[config.mk]
export PLATFORM = sky130hd
export DESIGN_NAME = uart_frame_controller_flat
export DESIGN_NICKNAME = d
export VERILOG_FILES = /design/src/rtl/uart_frame_controller_pkg.sv /design/src/rtl/uart_frame_controller_if.sv /design/src/rtl/uart_frame_controller_timer.sv /design/src/rtl/uart_frame_controller.sv /design/src/flat_wrapper.sv
export SDC_FILE = /design/constraint.sdc
export NUM_CORES = 1
export LEC_CHECK = 0
export ABC_AREA = 1
export CAP_MARGIN = 40
export CORE_MARGIN = 2
export CORE_UTILIZATION = 47
export CTS_CLUSTER_SIZE = 20
export DETAILED_ROUTE_END_ITERATION = 8
export SYNTH_ARGS = -nofsm -noshare
export SYNTH_HDL_FRONTEND = slang
export SYNTH_HIERARCHICAL = 1
export SYNTH_SLANG_ARGS = --single-unit
[constraint.sdc]
create_clock -name clk -period 3.15 [get_ports clk]
set_input_delay 0.4725 -clock clk [delete_from_list [all_inputs] [get_ports clk]]
set_output_delay 0.4725 -clock clk [all_outputs]
set_load 0.02 [all_outputs]
[src/rtl/uart_frame_controller_pkg.sv]
`default_nettype none
// ============================================================================
//  Module   : uart_frame_pkg
//  Brief    : Shared state encoding, error codes and defaults for the UART
//             frame controller.
//  Revision : 1.0  initial release
// ============================================================================
package uart_frame_pkg;

    localparam int STATE_W = 3;
    typedef logic [STATE_W-1:0] state_t;

    // Frame sequencer states
    localparam state_t ST_IDLE    = 3'd0;
    localparam state_t ST_ADDR    = 3'd1;
    localparam state_t ST_LEN     = 3'd2;
    localparam state_t ST_PAYLOAD = 3'd3;
    localparam state_t ST_CSUM    = 3'd4;
    localparam state_t ST_DRAIN   = 3'd5;

    // Cause of the most recent discarded frame
    localparam logic [1:0] ERR_CSUM    = 2'd0;
    localparam logic [1:0] ERR_LEN     = 2'd1;
    localparam logic [1:0] ERR_TIMEOUT = 2'd2;
    localparam logic [1:0] ERR_OVERRUN = 2'd3;

    localparam logic [7:0] DEFAULT_SYNC_BYTE = 8'h55;

endpackage
`default_nettype wire

[src/rtl/uart_frame_controller_if.sv]
`default_nettype none
// ============================================================================
//  Module   : uart_frame_controller_if
//  Brief    : Byte input, register-write port and frame status bundle.
//             Optional macro FRAME_STATS_EN adds good_cnt / bad_cnt.
//  Revision : 1.0  initial release
// ============================================================================
interface uart_frame_controller_if;

    logic       byte_valid;
    logic [7:0] byte_in;
    logic       wr_en;
    logic [7:0] wr_addr;
    logic [7:0] wr_data;
    logic       wr_ready;
    logic       frame_ok;
    logic       frame_err;
    logic [1:0] err_code;
    logic       busy;
`ifdef FRAME_STATS_EN
    logic [15:0] good_cnt;
    logic [15:0] bad_cnt;

    // Controller side: consumes bytes, issues register writes
    modport master (
        input  byte_valid, byte_in, wr_ready,
        output wr_en, wr_addr, wr_data, frame_ok, frame_err, err_code, busy,
        output good_cnt, bad_cnt
    );

    // Environment side: UART receiver plus register sink
    modport slave (
        output byte_valid, byte_in, wr_ready,
        input  wr_en, wr_addr, wr_data, frame_ok, frame_err, err_code, busy,
        input  good_cnt, bad_cnt
    );
`else
    // Controller side: consumes bytes, issues register writes
    modport master (
        input  byte_valid, byte_in, wr_ready,
        output wr_en, wr_addr, wr_data, frame_ok, frame_err, err_code, busy
    );

    // Environment side: UART receiver plus register sink
    modport slave (
        output byte_valid, byte_in, wr_ready,
        input  wr_en, wr_addr, wr_data, frame_ok, frame_err, err_code, busy
    );
`endif

endinterface
`default_nettype wire

[src/rtl/uart_frame_controller_timer.sv]
`default_nettype none
// ============================================================================
//  Module   : frame_timeout_timer
//  Brief    : Inter-byte watchdog. Counts cycles while running; o_expired is
//             asserted in the cycle whose closing edge would bring the count
//             to TIMEOUT_CYCLES, so the consumer reacts on that same edge.
//             A clear in that cycle (new byte) suppresses the expiry.
//  Revision : 1.0  initial release
// ============================================================================
module frame_timeout_timer #(
    parameter int TIMEOUT_CYCLES = 50000
) (
    input  wire logic clk,
    input  wire logic rst_n,
    input  wire logic i_clr,
    input  wire logic i_run,
    output logic      o_expired
);

    localparam int CNT_W = $clog2(TIMEOUT_CYCLES + 1);
    localparam logic [CNT_W-1:0] c_terminal = CNT_W'(TIMEOUT_CYCLES - 1);
    localparam logic [CNT_W-1:0] c_limit    = CNT_W'(TIMEOUT_CYCLES);

    logic [CNT_W-1:0] r_cnt;

    // Idle-cycle counter: cleared by any byte or whenever not running
    always_ff @(posedge clk or negedge rst_n) begin
        if (!rst_n) begin
            r_cnt <= '0;
        end else if (i_clr || !i_run) begin
            r_cnt <= '0;
        end else if (r_cnt != c_limit) begin
            r_cnt <= r_cnt + CNT_W'(1);
        end
    end

    assign o_expired = i_run && !i_clr && (r_cnt == c_terminal);

endmodule
`default_nettype wire

[src/rtl/uart_frame_controller.sv]
`default_nettype none
// ============================================================================
//  Module   : uart_frame_controller
//  Brief    : Turns SYNC/ADDR/LEN/payload/CSUM byte frames from a UART
//             receiver into checksum-verified register writes.
//             Optional macro FRAME_STATS_EN adds saturating good/bad frame
//             counters on the interface.
//  Revision : 1.0  initial release
// ============================================================================
module uart_frame_controller
    import uart_frame_pkg::*;
#(
    parameter logic [7:0] SYNC_BYTE      = DEFAULT_SYNC_BYTE,
    parameter int         MAX_LEN        = 8,
    parameter int         TIMEOUT_CYCLES = 50000
) (
    input  wire logic               clk,
    input  wire logic               rst_n,
    uart_frame_controller_if.master bus
);

    localparam logic [7:0] c_max_len = 8'(MAX_LEN);

    state_t     r_state;
    state_t     w_state_nxt;

    logic [7:0] r_base;
    logic [7:0] r_len;
    logic [7:0] r_sum;
    logic [3:0] r_idx;
    logic       r_overrun;
    logic [7:0] r_buf [16];

    logic       r_wr_en;
    logic [7:0] r_wr_addr;
    logic [7:0] r_wr_data;
    logic       r_frame_ok;
    logic       r_frame_err;
    logic [1:0] r_err_code;
    logic       r_busy;

    logic       w_wr_en_nxt;
    logic [7:0] w_wr_addr_nxt;
    logic [7:0] w_wr_data_nxt;
    logic       w_frame_ok_nxt;
    logic       w_frame_err_nxt;
    logic [1:0] w_err_code_nxt;

    logic       w_bv;
    logic [7:0] w_byte;
    logic       w_run;
    logic       w_timeout;
    logic       w_last;
    logic       w_accept;
    logic       w_sum_match;

    assign w_bv        = bus.byte_valid;
    assign w_byte      = bus.byte_in;
    assign w_run       = (r_state == ST_ADDR) || (r_state == ST_LEN) ||
                         (r_state == ST_PAYLOAD) || (r_state == ST_CSUM);
    // r_idx is the payload index while filling and the write index while draining
    assign w_last      = (({4'd0, r_idx} + 8'd1) == r_len);
    assign w_accept    = r_wr_en && bus.wr_ready;
    assign w_sum_match = (w_byte == r_sum);

    frame_timeout_timer #(
        .TIMEOUT_CYCLES (TIMEOUT_CYCLES)
    ) u_timer (
        .clk       (clk),
        .rst_n     (rst_n),
        .i_clr     (w_bv),
        .i_run     (w_run),
        .o_expired (w_timeout)
    );

    // State register
    always_ff @(posedge clk or negedge rst_n) begin
        if (!rst_n) begin
            r_state <= ST_IDLE;
        end else begin
            r_state <= w_state_nxt;
        end
    end

    // Next-state decode; a byte always takes priority over a coincident timeout
    always_comb begin
        w_state_nxt = r_state;
        case (r_state)
            ST_IDLE: begin
                if (w_bv && (w_byte == SYNC_BYTE)) w_state_nxt = ST_ADDR;
            end
            ST_ADDR: begin
                if (w_bv)           w_state_nxt = ST_LEN;
                else if (w_timeout) w_state_nxt = ST_IDLE;
            end
            ST_LEN: begin
                if (w_bv) begin
                    if (w_byte > c_max_len)  w_state_nxt = ST_IDLE;
                    else if (w_byte == 8'd0) w_state_nxt = ST_CSUM;
                    else                     w_state_nxt = ST_PAYLOAD;
                end else if (w_timeout) begin
                    w_state_nxt = ST_IDLE;
                end
            end
            ST_PAYLOAD: begin
                if (w_bv) begin
                    if (w_last) w_state_nxt = ST_CSUM;
                end else if (w_timeout) begin
                    w_state_nxt = ST_IDLE;
                end
            end
            ST_CSUM: begin
                if (w_bv) begin
                    if (w_sum_match && (r_len != 8'd0)) w_state_nxt = ST_DRAIN;
                    else                                w_state_nxt = ST_IDLE;
                end else if (w_timeout) begin
                    w_state_nxt = ST_IDLE;
                end
            end
            ST_DRAIN: begin
                if (w_accept && w_last) w_state_nxt = ST_IDLE;
            end
            default: w_state_nxt = ST_IDLE;
        endcase
    end

    // Output decode: next values of the registered write port and status pulses
    always_comb begin
        w_wr_en_nxt     = r_wr_en;
        w_wr_addr_nxt   = r_wr_addr;
        w_wr_data_nxt   = r_wr_data;
        w_frame_ok_nxt  = 1'b0;
        w_frame_err_nxt = 1'b0;
        w_err_code_nxt  = r_err_code;
        case (r_state)
            ST_ADDR, ST_PAYLOAD: begin
                if (!w_bv && w_timeout) begin
                    w_frame_err_nxt = 1'b1;
                    w_err_code_nxt  = ERR_TIMEOUT;
                end
            end
            ST_LEN: begin
                if (w_bv && (w_byte > c_max_len)) begin
                    w_frame_err_nxt = 1'b1;
                    w_err_code_nxt  = ERR_LEN;
                end else if (!w_bv && w_timeout) begin
                    w_frame_err_nxt = 1'b1;
                    w_err_code_nxt  = ERR_TIMEOUT;
                end
            end
            ST_CSUM: begin
                if (w_bv) begin
                    if (!w_sum_match) begin
                        w_frame_err_nxt = 1'b1;
                        w_err_code_nxt  = ERR_CSUM;
                    end else if (r_len == 8'd0) begin
                        w_frame_ok_nxt  = 1'b1;
                    end else begin
                        w_wr_en_nxt     = 1'b1;
                        w_wr_addr_nxt   = r_base;
                        w_wr_data_nxt   = r_buf[0];
                    end
                end else if (w_timeout) begin
                    w_frame_err_nxt = 1'b1;
                    w_err_code_nxt  = ERR_TIMEOUT;
                end
            end
            ST_DRAIN: begin
                if (w_accept) begin
                    if (w_last) begin
                        w_wr_en_nxt = 1'b0;
                        // A byte landing on the final accept cycle is also an overrun
                        if (r_overrun || w_bv) begin
                            w_frame_err_nxt = 1'b1;
                            w_err_code_nxt  = ERR_OVERRUN;
                        end else begin
                            w_frame_ok_nxt  = 1'b1;
                        end
                    end else begin
                        w_wr_addr_nxt = r_base + {4'd0, r_idx} + 8'd1;
                        w_wr_data_nxt = r_buf[r_idx + 4'd1];
                    end
                end
            end
            default: ;
        endcase
    end

    // Registered outputs
    always_ff @(posedge clk or negedge rst_n) begin
        if (!rst_n) begin
            r_wr_en     <= 1'b0;
            r_wr_addr   <= 8'd0;
            r_wr_data   <= 8'd0;
            r_frame_ok  <= 1'b0;
            r_frame_err <= 1'b0;
            r_err_code  <= 2'd0;
            r_busy      <= 1'b0;
        end else begin
            r_wr_en     <= w_wr_en_nxt;
            r_wr_addr   <= w_wr_addr_nxt;
            r_wr_data   <= w_wr_data_nxt;
            r_frame_ok  <= w_frame_ok_nxt;
            r_frame_err <= w_frame_err_nxt;
            r_err_code  <= w_err_code_nxt;
            r_busy      <= (w_state_nxt != ST_IDLE);
        end
    end

    // Frame header, running checksum, index and overrun tracking
    always_ff @(posedge clk or negedge rst_n) begin
        if (!rst_n) begin
            r_base    <= 8'd0;
            r_len     <= 8'd0;
            r_sum     <= 8'd0;
            r_idx     <= 4'd0;
            r_overrun <= 1'b0;
        end else begin
            case (r_state)
                ST_IDLE: begin
                    r_idx     <= 4'd0;
                    r_overrun <= 1'b0;
                end
                ST_ADDR: begin
                    if (w_bv) begin
                        r_base <= w_byte;
                        r_sum  <= w_byte;
                    end
                end
                ST_LEN: begin
                    if (w_bv) begin
                        r_len <= w_byte;
                        r_sum <= r_sum + w_byte;
                        r_idx <= 4'd0;
                    end
                end
                ST_PAYLOAD: begin
                    if (w_bv) begin
                        r_sum <= r_sum + w_byte;
                        r_idx <= r_idx + 4'd1;
                    end
                end
                ST_CSUM: begin
                    if (w_bv) r_idx <= 4'd0;
                end
                ST_DRAIN: begin
                    if (w_bv) r_overrun <= 1'b1;
                    if (w_accept && !w_last) r_idx <= r_idx + 4'd1;
                end
                default: ;
            endcase
        end
    end

    // Payload buffer; contents are meaningless until written, so no reset
    always_ff @(posedge clk) begin
        if ((r_state == ST_PAYLOAD) && w_bv) r_buf[r_idx] <= w_byte;
    end

    assign bus.wr_en     = r_wr_en;
    assign bus.wr_addr   = r_wr_addr;
    assign bus.wr_data   = r_wr_data;
    assign bus.frame_ok  = r_frame_ok;
    assign bus.frame_err = r_frame_err;
    assign bus.err_code  = r_err_code;
    assign bus.busy      = r_busy;

`ifdef FRAME_STATS_EN
    logic [15:0] r_good_cnt;
    logic [15:0] r_bad_cnt;

    // Saturating counts of committed and discarded frames
    always_ff @(posedge clk or negedge rst_n) begin
        if (!rst_n) begin
            r_good_cnt <= 16'd0;
            r_bad_cnt  <= 16'd0;
        end else begin
            if (w_frame_ok_nxt && (r_good_cnt != 16'hFFFF)) r_good_cnt <= r_good_cnt + 16'd1;
            if (w_frame_err_nxt && (r_bad_cnt != 16'hFFFF)) r_bad_cnt <= r_bad_cnt + 16'd1;
        end
    end

    assign bus.good_cnt = r_good_cnt;
    assign bus.bad_cnt  = r_bad_cnt;
`endif

endmodule
`default_nettype wire
[src/flat_wrapper.sv]
// flat-port wrapper written by rule: the top's interface ports become plain ports
module uart_frame_controller_flat import uart_frame_pkg::*;
#(
    parameter logic [7:0] SYNC_BYTE      = DEFAULT_SYNC_BYTE,
    parameter int         MAX_LEN        = 8,
    parameter int         TIMEOUT_CYCLES = 50000
)
  (clk, rst_n, bus_byte_valid, bus_byte_in, bus_wr_ready, bus_wr_en, bus_wr_addr, bus_wr_data, bus_frame_ok, bus_frame_err, bus_err_code, bus_busy);
  uart_frame_controller_if bus_i ();
  input  wire logic clk;
  input  wire logic rst_n;
  input wire logic [$bits(bus_i.byte_valid)-1:0] bus_byte_valid;
  input wire logic [$bits(bus_i.byte_in)-1:0] bus_byte_in;
  input wire logic [$bits(bus_i.wr_ready)-1:0] bus_wr_ready;
  output wire logic [$bits(bus_i.wr_en)-1:0] bus_wr_en;
  output wire logic [$bits(bus_i.wr_addr)-1:0] bus_wr_addr;
  output wire logic [$bits(bus_i.wr_data)-1:0] bus_wr_data;
  output wire logic [$bits(bus_i.frame_ok)-1:0] bus_frame_ok;
  output wire logic [$bits(bus_i.frame_err)-1:0] bus_frame_err;
  output wire logic [$bits(bus_i.err_code)-1:0] bus_err_code;
  output wire logic [$bits(bus_i.busy)-1:0] bus_busy;
  assign bus_i.byte_valid = bus_byte_valid;
  assign bus_i.byte_in = bus_byte_in;
  assign bus_i.wr_ready = bus_wr_ready;
  assign bus_wr_en = bus_i.wr_en;
  assign bus_wr_addr = bus_i.wr_addr;
  assign bus_wr_data = bus_i.wr_data;
  assign bus_frame_ok = bus_i.frame_ok;
  assign bus_frame_err = bus_i.frame_err;
  assign bus_err_code = bus_i.err_code;
  assign bus_busy = bus_i.busy;
  uart_frame_controller #(.SYNC_BYTE(SYNC_BYTE), .MAX_LEN(MAX_LEN), .TIMEOUT_CYCLES(TIMEOUT_CYCLES)) u_core (.clk(clk), .rst_n(rst_n), .bus(bus_i));
endmodule
Word-level counts from Yosys, hierarchy flattened
Memories as Yosys holds them, arrays and structs flattened.
Cells that the tools add are included.
{"block": "totals", "out_inout_bits": 22, "ram_bits": 128, "ff_bits": 70, "word_cells": 155, "memories": 1, "input_bits": 12}
{"block": "classes", "n_reduce_logical": 40, "mux": 68, "n_addsub": 6, "eq_ne": 25, "order_cmp": 1}
{"name": "u_core.r_buf", "depth": 16, "width": 8, "rd": 2, "rd_clocked_by_memory_dff": 0, "wr": 1, "line_no": "uart_frame_controller.sv:32", "source": "logic [7:0] r_buf [16];"}
{"operator": "$mux W8", "count": 12}
{"operator": "$pmux W8 S2", "count": 3}
{"operator": "$mux W3", "count": 11}
{"operator": "$mux W16", "count": 2}
{"operator": "$mux W1", "count": 22}
{"operator": "$pmux W3 S6", "count": 1}
{"operator": "$reduce_and A6 Y1", "count": 3}
{"operator": "$add A16 B1 Y16 const B", "count": 1}
{"operator": "$eq A16 B16 Y1 const B", "count": 1}
{"operator": "$eq A8 B8 Y1", "count": 2}
{"operator": "$logic_not A8 Y1", "count": 2}
{"operator": "$mux W2", "count": 8}
{"operator": "$ne A16 B16 Y1 const B", "count": 1}
{"operator": "$pmux W4 S4", "count": 1}
{"operator": "$ne A2 B1 Y1 const B", "count": 7}
{"operator": "$mux W4", "count": 3}
{"operator": "$ne A2 B2 Y1 const B", "count": 6}
{"operator": "$logic_and A1 B1 Y1", "count": 10}
{"operator": "$add A8 B1 Y8 const B", "count": 1}
{"operator": "$add A8 B4 Y8", "count": 1}
{"operator": "$add A8 B8 Y8", "count": 1}
{"operator": "$eq A8 B7 Y1 const B", "count": 1}
{"operator": "$gt A8 B4 Y1 const B", "count": 1}
{"operator": "$pmux W2 S4", "count": 1}
{"operator": "other kinds (20)", "count": 38}

Logic depth before layout (Yosys ltp)
Gate-level depths: netlist of the first run.
{"block": "depth", "ltp_word": 10, "ltp_mapped": 17, "ltp_nobuf": 17}

Hierarchy
The synthesis of the first run kept the hierarchy.
{"mod": "uart_frame_controller", "n_inst": 1, "seq_area_each_um2": 5195.0, "area_each_um2": 8495.6, "cells_per_inst": 840}
{"mod": "frame_timeout_timer", "n_inst": 1, "seq_area_each_um2": 400.4, "area_each_um2": 982.2, "cells_per_inst": 143}

Worst setup path after synthesis of the first run
OpenSTA, ideal clock, no wires.
{"block": "synth_path", "path_kind": "register -> register", "start": "register u_core.r_idx[0]", "end": "register u_core.r_wr_addr[7] (netlist: u_core/bus.wr_addr[7])", "stages_incl_launch_ff": 18, "path_slack_ns": 0.738, "n_path_buf": 3, "required_time_ns": 3.033, "arrival_ns": 2.294, "setup_ns": 0.117, "period_less_slack_ns": 2.412, "path_cell_list": "dfrtp_1 > inv_2 > buf_2 > buf_2 > ha_1 > inv_2 > nand2_1 > nand2_1 > nand3_1 > nor2_4 > nand3_4 > nor2_4 > inv_2 > nand2_4 > inv_4 > buf_8 > nand3_1 > nand2_1"}
{"block": "synth_between", "elab_chain_cells": 5, "word_cells_on_any_way": 9, "cone_classes": "add/sub: 3; eq/ne: 2; mux: 3; reduce/logical: 1"}
{"element": "start, declared", "line_no": "uart_frame_controller.sv:30", "source": "logic [3:0] r_idx;"}
{"element": "start signal, assigned", "line_no": "uart_frame_controller.sv:240", "source": "r_idx <= r_idx + 4'd1;"}
{"element": "start signal, assigned", "line_no": "uart_frame_controller.sv:248", "source": "if (w_accept && !w_last) r_idx <= r_idx + 4'd1;"}
{"element": "$add A8 B4 Y8", "line_no": "uart_frame_controller.sv:180", "source": "w_wr_addr_nxt = r_base + {4'd0, r_idx} + 8'd1;"}
{"element": "$add A8 B1 Y8", "line_no": "uart_frame_controller.sv:180"}
{"element": "$mux W8", "line_no": "uart_frame_controller.sv:170", "source": "if (w_last) begin"}
{"element": "$mux W8", "line_no": "uart_frame_controller.sv:169", "source": "if (w_accept) begin"}
{"element": "$pmux W8 S2", "line_no": "uart_frame_controller.sv:135", "source": "case (r_state)"}
{"element": "end signal, assigned", "line_no": "uart_frame_controller.sv:201", "source": "r_wr_addr <= w_wr_addr_nxt;"}
{"element": "end, declared", "line_no": "uart_frame_controller.sv:35", "source": "logic [7:0] r_wr_addr;"}
Parallel ways exist; a longest one is shown, timed or not. The select of a mux whose other input is x is not followed.
A chain may end at the register's enable or synchronous reset.

Worst setup path in the final report of the first run
{"block": "layout_path", "start": "register u_core.r_idx[1]", "end": "register u_core.r_wr_addr[6] (netlist: u_core/bus.wr_addr[6])"}
Same word-level chain as after synthesis.

==> impl_metrics.env, run 1 <==
export IMPL_crit_path_max_fanout=18
export IMPL_reg2reg_depth=14
export IMPL_cts_tree="built"
export IMPL_gp_congestion=0.8137
export IMPL_io_pins=34
export IMPL_layout_common_cells="nand2_1 (188), nor2_1 (147), edfxtp_1 (128), o21ai_0 (104), inv_1 (80)"
export IMPL_clk_pin_slew_ns=0.07
export IMPL_r2r_start="u_core/r_idx[1]"
export IMPL_critPathKind="reg -> reg"
export IMPL_grt_pass1_wl_mm=37.04
export IMPL_syn_nets=1014
export IMPL_ir_worst_vdd_mv=0.3331
export IMPL_postPlaceCellArea_mm2=0.01029
export IMPL_yosysSeqAreaShare_pct=59.04
export IMPL_multi_input_area_mm2=0.003369
export IMPL_crit_path_max_incr_delay_ns=0.55
export IMPL_fin_crit_ns=2.648
export IMPL_r2r_end="u_core/bus.wr_addr[6]"
export IMPL_slew_violations=0
export IMPL_die_x_um=146.0
export IMPL_wirelength_mm=23.07
export IMPL_drc=0
export IMPL_rsz0062_at_grt="false"
export IMPL_synth_async_reset_ratio_pct=35.35
export IMPL_synth_top_area_share_pct=40.55
export IMPL_regArea_mm2=0.005597
export IMPL_cts_buffers=17
export IMPL_syn2layout_area_growth_pct=14.55
export IMPL_num_rows=51
export IMPL_synth_area_leaders="edfxtp_1 (41%), dfrtp_1 (18%), nand2_1 (7.4%)"
export IMPL_hold_violations=0
export IMPL_rrSetupSlack_ns=0.50
export IMPL_synth_cell_types=44
export IMPL_setup_violations=0
export IMPL_syn_area_per_cell_um2=9.642
export IMPL_ys_ff_latch=198
export IMPL_fin_setup_tns_ns=0
export IMPL_leakage_nw=4.409
export IMPL_cts_root_buf="clkbuf_16"
export IMPL_startpoint_type="flop"
export IMPL_final_nets=1073
export IMPL_powerDensity_mw_per_mm2=487.8
export IMPL_numClockSinks=198
export IMPL_grt_usage_pct=22.35
export IMPL_htree_levels=4
export IMPL_fmax_ghz=0.3776
export IMPL_cap_violations=0
export IMPL_initialDrtViolationCount=446
export IMPL_drive_gt1_share_pct=10.71
export IMPL_crit_chain="inv_1 -> ha_1 -> inv_2 -> nand2_1 -> nand2_1 -> nand3_1 -> nor2_4 -> nand3_4 -> nor2_4 -> inv_2 -> nand2_4 -> inv_4 -> nor2_1 -> a21oi_2"
export IMPL_critPathTopFamily="simple AND/OR/NAND/NOR gates"
export IMPL_finalCritPeriodShare_pct=84.08
export IMPL_synth_top_area_cell="edfxtp_1"
export IMPL_insertedDiodeCount=0
export IMPL_ant_nets=0
export IMPL_synth_edf_count=128
export IMPL_outcome="completed"
export IMPL_fill_cells=1799
export IMPL_die_area_mm2=0.02132
export IMPL_synth_cells=983
export IMPL_syn_area_mm2=0.009478
export IMPL_post_drt_via_cell_ratio=5.373
export IMPL_wire_per_inst_um=17.48
export IMPL_crit_path_end_kind="flop"
export IMPL_clk_latency_ns=0.43
export IMPL_die_h_um=146.0
export IMPL_clock_path_buffers=2
export IMPL_grt_pass1_vias=6799
export IMPL_hpwl_mm=15.61
export IMPL_core_region_area_mm2=0.01965
export IMPL_grt_antenna_before_repair=0
export IMPL_min_path_type="in -> async"
export IMPL_critical_path_required_ns=3.47
export IMPL_clock_skew_ns=0.01263
export IMPL_first_pass_iters=5
export IMPL_vias=7093
export IMPL_cp_slowest_cell="dfrtp_1"
export IMPL_start_util_pct=48.22
export IMPL_final_common_cell="nand2_1"
export IMPL_io_buffers=33
export IMPL_final_area_mm2=0.01086
export IMPL_arrival_ns=2.96
export IMPL_crit_buf_inv=4
export IMPL_ys_warn_count=6
export IMPL_grt_overflow_total=0
export IMPL_grt_max_degree=51
export IMPL_slew_headroom_pct=60.22
export IMPL_worst_pin_slew_ns=0.5951
export IMPL_synthFlopType="edfxtp_1"
kinds of logic (layout without fill, tap and decap cells):
family | Yosys count | after routing | synth area share [%]
AO/OA/AOI/OAI | 182 | 182 | 11.00
XOR/XNOR | 11 | 11 | 1.016
adder cells (fa/ha/maj) | 19 | 19 | 2.667
buffers and inverters | 124 | 196 | 5.413
flip-flops | 198 | 198 | 59.04
AND/OR/NAND/NOR | 449 | 449 | 20.87
cell type report:
| type | instances | area share, % |
|---|---|---|
| multi-input combinational | 661 | 31.04 |
| clock inverter | 9 | 0.5878 |
| sequential | 198 | 51.55 |
| timing repair buffer | 74 | 6.062 |
| tap | 265 | 3.054 |
| inverter | 90 | 3.181 |
| clock buffer | 23 | 4.529 |
through the flow:
step           setup WS (ns)  utilization (%)  hold slack, ns  cells  total power, W
2_1_floorplan         0.7384                -          0.1769    983        0.003120
3_3_place_gp          0.1787            52.22          0.4679   1286        0.003273
3_5_place_dp          0.1229            52.36          0.3897   1287        0.003283
4_1_cts               0.5128            55.24          0.4604   1320        0.005341
5_1_grt               0.2704            55.24          0.4949   1320        0.005498
6_report              0.5016            55.24          0.4752   1320        0.005296
registers in the layout, indices dropped and copies added (netlist names), 2 cells and up:
signal,count
u_core/r_sum,8
u_core/r_idx,4
u_core/bus.err_code,2
u_core/bus.wr_addr,8
u_core/r_base,8
u_core/r_state,3
u_core/u_timer/r_cnt,16
u_core/r_buf,128
u_core/r_len,8
u_core/bus.wr_data,8
worst register-to-register path, delay by kind of cell (launching register included):
family                     cells  cell delay [ns]
and+or+nand+nor                8             1.00
buffers and inverters          4             0.61
DFF                            1             0.55
adders and majority gates      1             0.33
AOI/OAI and AO/OA              1             0.04
cells in the mapped netlist (2+ instances only):
master,count
buf_2,8
inv_2,5
ha_1,17
a21oi_2,2
nor3_1,9
xor2_1,6
o21ai_0,104
nor2_4,5
o211ai_1,16
clkinv_1,2
o221ai_1,16
a21oi_1,34
inv_4,3
a31oi_1,3
clkbuf_1,18
fa_1,2
nand3_1,58
o21ai_2,2
nor2_1,147
nand2_4,4
nor2_2,4
nand4_1,13
nand3b_1,3
inv_1,80
edfxtp_1,128
xnor2_1,5
dfrtp_1,70
nand3_2,8
nand2_2,5
buf_1,4
nand2_1,188
buf_6,2
report_power, final:
group	switching, W	internal [W]
clock	0.000956	0.00111
combinational	0.000225	0.000142
sequential	0.0000430	0.00282
worst max path at each step:
| stage | startpoint | slack (ns) | to | depth (start not counted) |
|---|---|---|---|---|
| 5_1_grt | u_core/r_idx[1] | 0.27 | u_core/bus.wr_data[4] | 14 |
| 4_1_cts | u_core/r_idx[1] | 0.51 | u_core/bus.wr_addr[6] | 14 |
| 2_1_floorplan | u_core/r_idx[0] | 0.74 | u_core/bus.wr_addr[7] | 17 |
| 6_report | u_core/r_idx[1] | 0.50 | u_core/bus.wr_addr[6] | 14 |
| 3_5_place_dp | bus_byte_in[5] | 0.12 | u_core/bus.wr_data[1] | 13 |
| 3_3_place_gp | bus_byte_in[5] | 0.18 | u_core/bus.wr_addr[6] | 13 |
per-layer routing:
layer  GRT usage (%)  vias to the layer above  share of wire [%]
met4           6.650                        0                1.6
met2           35.64                      154                 47
met3           3.887                       23                4.2
li1                -                     3475                  -
met1           31.61                     3441                 47
met5               0                        -                  0
repair_timing:
action | in CTS | in global routing
setup buffers | 0 | 0
hold endpoints to repair | 20 | 0
gates resized for setup | 0 | 0
hold buffers | 1 | 0
(Power assumes the default switching activity.)
==> run 2: changes to the inputs <==
==> constraint.sdc (replaced) <==
create_clock -name clk -period 2.7 [get_ports clk]
set_input_delay 0.405 -clock clk [delete_from_list [all_inputs] [get_ports clk]]
set_output_delay 0.405 -clock clk [all_outputs]
set_load 0.02 [all_outputs]
==> run 2 against run 1 <==
Register-to-register slack got worse by 0.10 ns. Clock power increased by 28%. Count of clock-buffer cells in the layout increased by 1. Sequential share of layout area decreased by 1.0 points. Sequential power increased by 17%. Global-route usage decreased by 0.086 points. Critical endpoint unchanged.
==> impl_metrics.env, run 2 (same netlist as run 1, synthesis figures left out) <==
export IMPL_hold_violations=0
export IMPL_grt_overflow_total=0
export IMPL_clock_skew_ns=0.008689
export IMPL_pre_cts_slack_ns=-0.06549
export IMPL_grt_max_degree=64
export IMPL_htree_levels=4
export IMPL_leakage_nw=4.542
export IMPL_grt_antenna_before_repair=0
export IMPL_clk_latency_ns=0.43
export IMPL_grt_pass1_vias=6725
export IMPL_die_area_mm2=0.02132
export IMPL_vias=7054
export IMPL_grt_usage_pct=22.26
export IMPL_fin_ws_ns=0.3985
export IMPL_cts_root_buf="clkbuf_16"
export IMPL_largest_reg_flops=128
export IMPL_clk_pin_slew_ns=0.07
export IMPL_drc=0
export IMPL_crit_path_max_fanout=59
export IMPL_critPathKind="reg -> reg"
export IMPL_first_pass_iters=5
export IMPL_crit_path_end_kind="flop"
export IMPL_fin_setup_tns_ns=0
export IMPL_wirelength_mm=23.05
export IMPL_post_cts_buffers=0
export IMPL_worst_pin_slew_ns=0.6653
export IMPL_postLayoutCoreUtil_pct=56.39
export IMPL_power_w=0.006447
export IMPL_initialDrtViolationCount=521
export IMPL_ant_nets=0
export IMPL_cts_buffers=17
export IMPL_io_pins=34
export IMPL_setup_violations=0
export IMPL_numClockSinks=198
export IMPL_final_nets=1092
export IMPL_drive_gt1_share_pct=12.48
export IMPL_clock_path_buffers=2
export IMPL_syn2layout_area_growth_pct=16.92
export IMPL_grt_pass1_wl_mm=36.65
export IMPL_outcome="completed"
export IMPL_slew_violations=0
export IMPL_reg_top3="u_core/r_buf x128, u_core/u_timer/r_cnt x16"
export IMPL_insertedDiodeCount=0
export IMPL_postPlaceCellArea_mm2=0.01043
export IMPL_die_x_um=146.0
export IMPL_layout_common_cells="nand2_1 (188), nor2_1 (147), edfxtp_1 (128), o21ai_0 (104), inv_1 (80)"
export IMPL_start_util_pct=48.22
export IMPL_slew_headroom_pct=55.65
export IMPL_final_area_mm2=0.01108
export IMPL_fmax_ghz=0.4345
export IMPL_num_rows=51
export IMPL_min_path_type="reg -> reg"
export IMPL_arrival_ns=2.61
export IMPL_cap_violations=0
export IMPL_gp_congestion=0.8291
export IMPL_hpwl_mm=15.79
export IMPL_post_drt_via_cell_ratio=5.268
export IMPL_core_region_area_mm2=0.01965
export IMPL_startpoint_type="flop"
export IMPL_fin_crit_ns=2.301
export IMPL_rsz0062_at_grt="false"
export IMPL_wire_per_inst_um=17.22
export IMPL_powerDensity_mw_per_mm2=581.8
export IMPL_ir_worst_vdd_mv=0.4000
export IMPL_die_h_um=146.0
export IMPL_critical_path_required_ns=3.01
export IMPL_io_buffers=33
export IMPL_final_common_cell="nand2_1"
export IMPL_finalCritPeriodShare_pct=85.24
export IMPL_regMostFlops="u_core/r_buf"
export IMPL_cts_tree="built"
-- run 2: cell count changes in the layout (fill, tap and decap cells not counted) --
cell | previous run | this run
buf_4 | 40 | 59
inv_8 | 0 | 1
clkinv_2 | 2 | 4
bufinv_16 | 0 | 1
clkbuf_2 | 2 | 0
nor3_2 | 0 | 2
buf_16 | 1 | 0
clkinvlp_4 | 2 | 0
nor3_1 | 9 | 7
clkbuf_16 | 18 | 21
inv_4 | 5 | 3
buf_12 | 0 | 1
inv_6 | 2 | 1
-- run 2: worst max-delay path: stages (launching register included) --
cell and delay, ns:
dfrtp_2 0.41, inv_2 0.07, buf_4 0.50, nand2_1 0.10, nand2_1 0.08, nand3_1 0.11
nor2_4 0.16, nand3_4 0.12, nor2_4 0.14, inv_2 0.07, nand2_4 0.10, inv_4 0.10
nor2_1 0.12, a21oi_2 0.04
-- run 2: where the power goes --
group | total [W] | leakage [nW] | internal, W | switching, W
combinational | 0.000457 | 2.11 | 0.000182 | 0.000276
clock | 0.00265 | 0.319 | 0.00155 | 0.00110
sequential | 0.00334 | 2.11 | 0.00329 | 0.0000482
total | 0.00645 | 4.54 | 0.00502 | 0.00143
-- run 2: final cells by class --
cell class,instances,area [um2]
fillers,1767,8572
inverters,90,345.3
flip-flops and latches,198,5597
clock inverters,8,78.83
repair buffers,93,793.3
well taps,265,331.6
multi-input cells,661,3379
clock buffers,24,556.8
-- run 2: worst paths after layout --
path	slack, ns	cells past startpoint	from	endpoint
min in group asynchronous	0.53	2	rst_n	u_core/u_timer/r_cnt[10]
min reg2reg	0.49	2	u_core/bus.wr_addr[2]	u_core/bus.wr_addr[2]
max reg2reg	0.40	13	u_core/r_idx[0]	u_core/bus.wr_addr[6]
min	0.49	2	u_core/bus.wr_addr[2]	u_core/bus.wr_addr[2]
max in group asynchronous	1.51	3	rst_n	u_core/r_len[5]
max	0.40	13	u_core/r_idx[0]	u_core/bus.wr_addr[6]
-- run 2: what timing repair did --
| item | CTS | global route |
|---|---|---|
| resized for setup | 0 | 2 |
| hold buffers | 1 | 0 |
| endpoints found under the setup margin | 0 | 2 |
| endpoints found under the hold margin | 16 | 0 |
-- run 2: per-layer routing --
layer  routed length (um)  track usage, %
met5                    0               0
met4                  242           5.291
met3                 1144           3.824
met2                10960           35.71
met1                10710           31.90
-- run 2: through the flow --
stage	hold WS, ns	cells
floorplan	0.1094	983
global placement	0.4518	1306
detailed placement	0.4546	1306
CTS	0.4930	1339
global route	0.5154	1339
finish	0.4851	1339
==> RTL change: new RTL, flow settings as in run 1 <==
`TIMEOUT_CYCLES` is set to 50000 in 3 places; all go to 200000.
--- a/src/rtl/uart_frame_controller_timer.sv
+++ b/src/rtl/uart_frame_controller_timer.sv
@@ -9,5 +9,5 @@
 // ============================================================================
 module frame_timeout_timer #(
-    parameter int TIMEOUT_CYCLES = 50000
+    parameter int TIMEOUT_CYCLES = 200000
 ) (
     input  wire logic clk,
--- a/src/rtl/uart_frame_controller.sv
+++ b/src/rtl/uart_frame_controller.sv
@@ -13,5 +13,5 @@
     parameter logic [7:0] SYNC_BYTE      = DEFAULT_SYNC_BYTE,
     parameter int         MAX_LEN        = 8,
-    parameter int         TIMEOUT_CYCLES = 50000
+    parameter int         TIMEOUT_CYCLES = 200000
 ) (
     input  wire logic               clk,
--- a/src/flat_wrapper.sv
+++ b/src/flat_wrapper.sv
@@ -4,5 +4,5 @@
     parameter logic [7:0] SYNC_BYTE      = DEFAULT_SYNC_BYTE,
     parameter int         MAX_LEN        = 8,
-    parameter int         TIMEOUT_CYCLES = 50000
+    parameter int         TIMEOUT_CYCLES = 200000
 )
   (clk, rst_n, bus_byte_valid, bus_byte_in, bus_wr_ready, bus_wr_en, bus_wr_addr, bus_wr_data, bus_frame_ok, bus_frame_err, bus_err_code, bus_busy);
Check against the original RTL: no difference found for any inputs over 4 cycles, from zero or initial values and one cycle with rst_n low; that may be too few to reach the edited logic, so the function may still have changed.
==> RTL change against run 1 <==
Synthesized area is 1.9% higher. Sequential cell count is 2 higher. Wire length is 4.5% higher. Worst setup slack worse by 55 ps. Final area is 1.5% higher. Critical path depth is 4 higher. Global-route usage is 0.74 points higher.
Power is not compared: it rests on default switching activity, and its combinational part moved more than twofold at a synthesized area within 25%.
==> RTL change: results (changes against run 1) <==
[detailed_routing]
drtPass1Iterations=5  ; unchanged
avgViaCountPerCell=5.383  ; was 5.373
drt_iter0_drc=711  ; was 446
num_vias=7353  ; was 7093

[final_layout]
drive_gt1_share_pct=10.58  ; was 10.71%
multi_input_area_um2=3517  ; was 3369 µm²
buf_share_pct=5.539  ; was 6.062%
area_growth_pct=14.09  ; was 14.55%
design.seq.count=200  ; was 198
n_all_buffers=69  ; was 74
nFillCells=1802  ; was 1799
nClkBuffers=18  ; was 23
register_area_um2=5647  ; was 5597 µm²
clkCellAreaFrac_pct=5.323  ; was 5.117%
multi_input_area_share_pct=31.91  ; was 31.04%
reg_top3=u_core/r_buf (128), u_core/u_timer/r_cnt (18)  ; was u_core/r_buf (128), u_core/u_timer/r_cnt (16)
inverters_excl_clock=86  ; was 90
num-nets-final=1114  ; was 1073

[synth]
muxShareOfSynthArea_pct=0.1036  ; was 0%
synthXorXnorAreaFrac_pct=0.8159  ; was 1.017%
synth-compound-area-share_pct=10.55  ; was 11.00%
syn_inst=1030  ; was 983
seq_area_frac_synth_pct=58.43  ; was 59.04%
synth.area.top_cells=edfxtp_1 40%, dfrtp_1 19%, nand2_1 7.7%  ; was edfxtp_1 41%, dfrtp_1 18%, nand2_1 7.4%
synth_common_cells=197 x nand2_1, 182 x nor2_1, 128 x edfxtp_1  ; was 188 x nand2_1, 147 x nor2_1, 128 x edfxtp_1
ys.flop_type=edfxtp_1  ; unchanged
async_flop_share_pct=36.00  ; was 35.35%

[power]
switching_power_mw=1.938

[place]
placed_area_um2=10440  ; was 10290 µm²
dp_cells=1334  ; was 1287
dpl_worst_slack_ps=344.5  ; was 122.9 ps
place_hpwl_mm=16.20  ; was 15.61 mm

[global_route]
first_global_vias=6880  ; was 6799
grt_pass1_wl_mm=38.30  ; was 37.04 mm
grt_max_degree=68  ; was 51
antenna_found_initial=0  ; unchanged
grt_usage_pct=23.09  ; was 22.35%

[critical_path]
cp_slowest_stage_delay_ps=480  ; was 550 ps
worstSetupStartpoint=u_core/r_state[1]$_DFF_PN0_  ; was u_core/r_idx[1]$_DFFE_PN0P_
r2r_cells=18  ; was 14
reg2reg_setup_slack_ps=450  ; was 500 ps
r2r_end=u_core/bus.err_code[0]$_DFFE_PN0P_  ; was u_core/bus.wr_addr[6]$_DFFE_PN0P_
crit_fanout=7  ; was 18

[run_status]
status=finished, final reports clean  ; unchanged

[timing]
period_share_pct=85.83  ; was 84.08%
fin_skew_ps=13.51  ; was 12.63 ps
whs_ps=108.9  ; was 475.2 ps

[clock_network]
cts_buffers=17  ; unchanged

[RTL change: cell count changes after synthesis, moves of 5 or more]
| cell | delta |
|---|---|
| a21oi_1 | -11 |
| clkbuf_1 | -6 |
| nand3_2 | -7 |
| o221ai_1 | -8 |
| inv_1 | -6 |
| or2_2 | +7 |
| o21ai_1 | +10 |
| nor2_1 | +35 |
| buf_2 | +9 |
| inv_2 | +5 |
| nand3_1 | +8 |
| o211ai_1 | +8 |
| nand2_1 | +9 |
[RTL change: cell families after synthesis]
logic type | after synthesis
compound gates | 179
xor+xnor | 9
fa+ha+maj | 19
buf+inv | 121
flops | 200
mux | 1
simple gates | 501
[RTL change: metal layers]
layer | global-route usage (%) | vias up | routed length [µm]
met5 | 0 | - | 0
met4 | 6.490 | 0 | 393
met3 | 3.735 | 23 | 1217
met2 | 34.79 | 214 | 10850
met1 | 34.87 | 3529 | 11660
li1 | - | 3587 | -
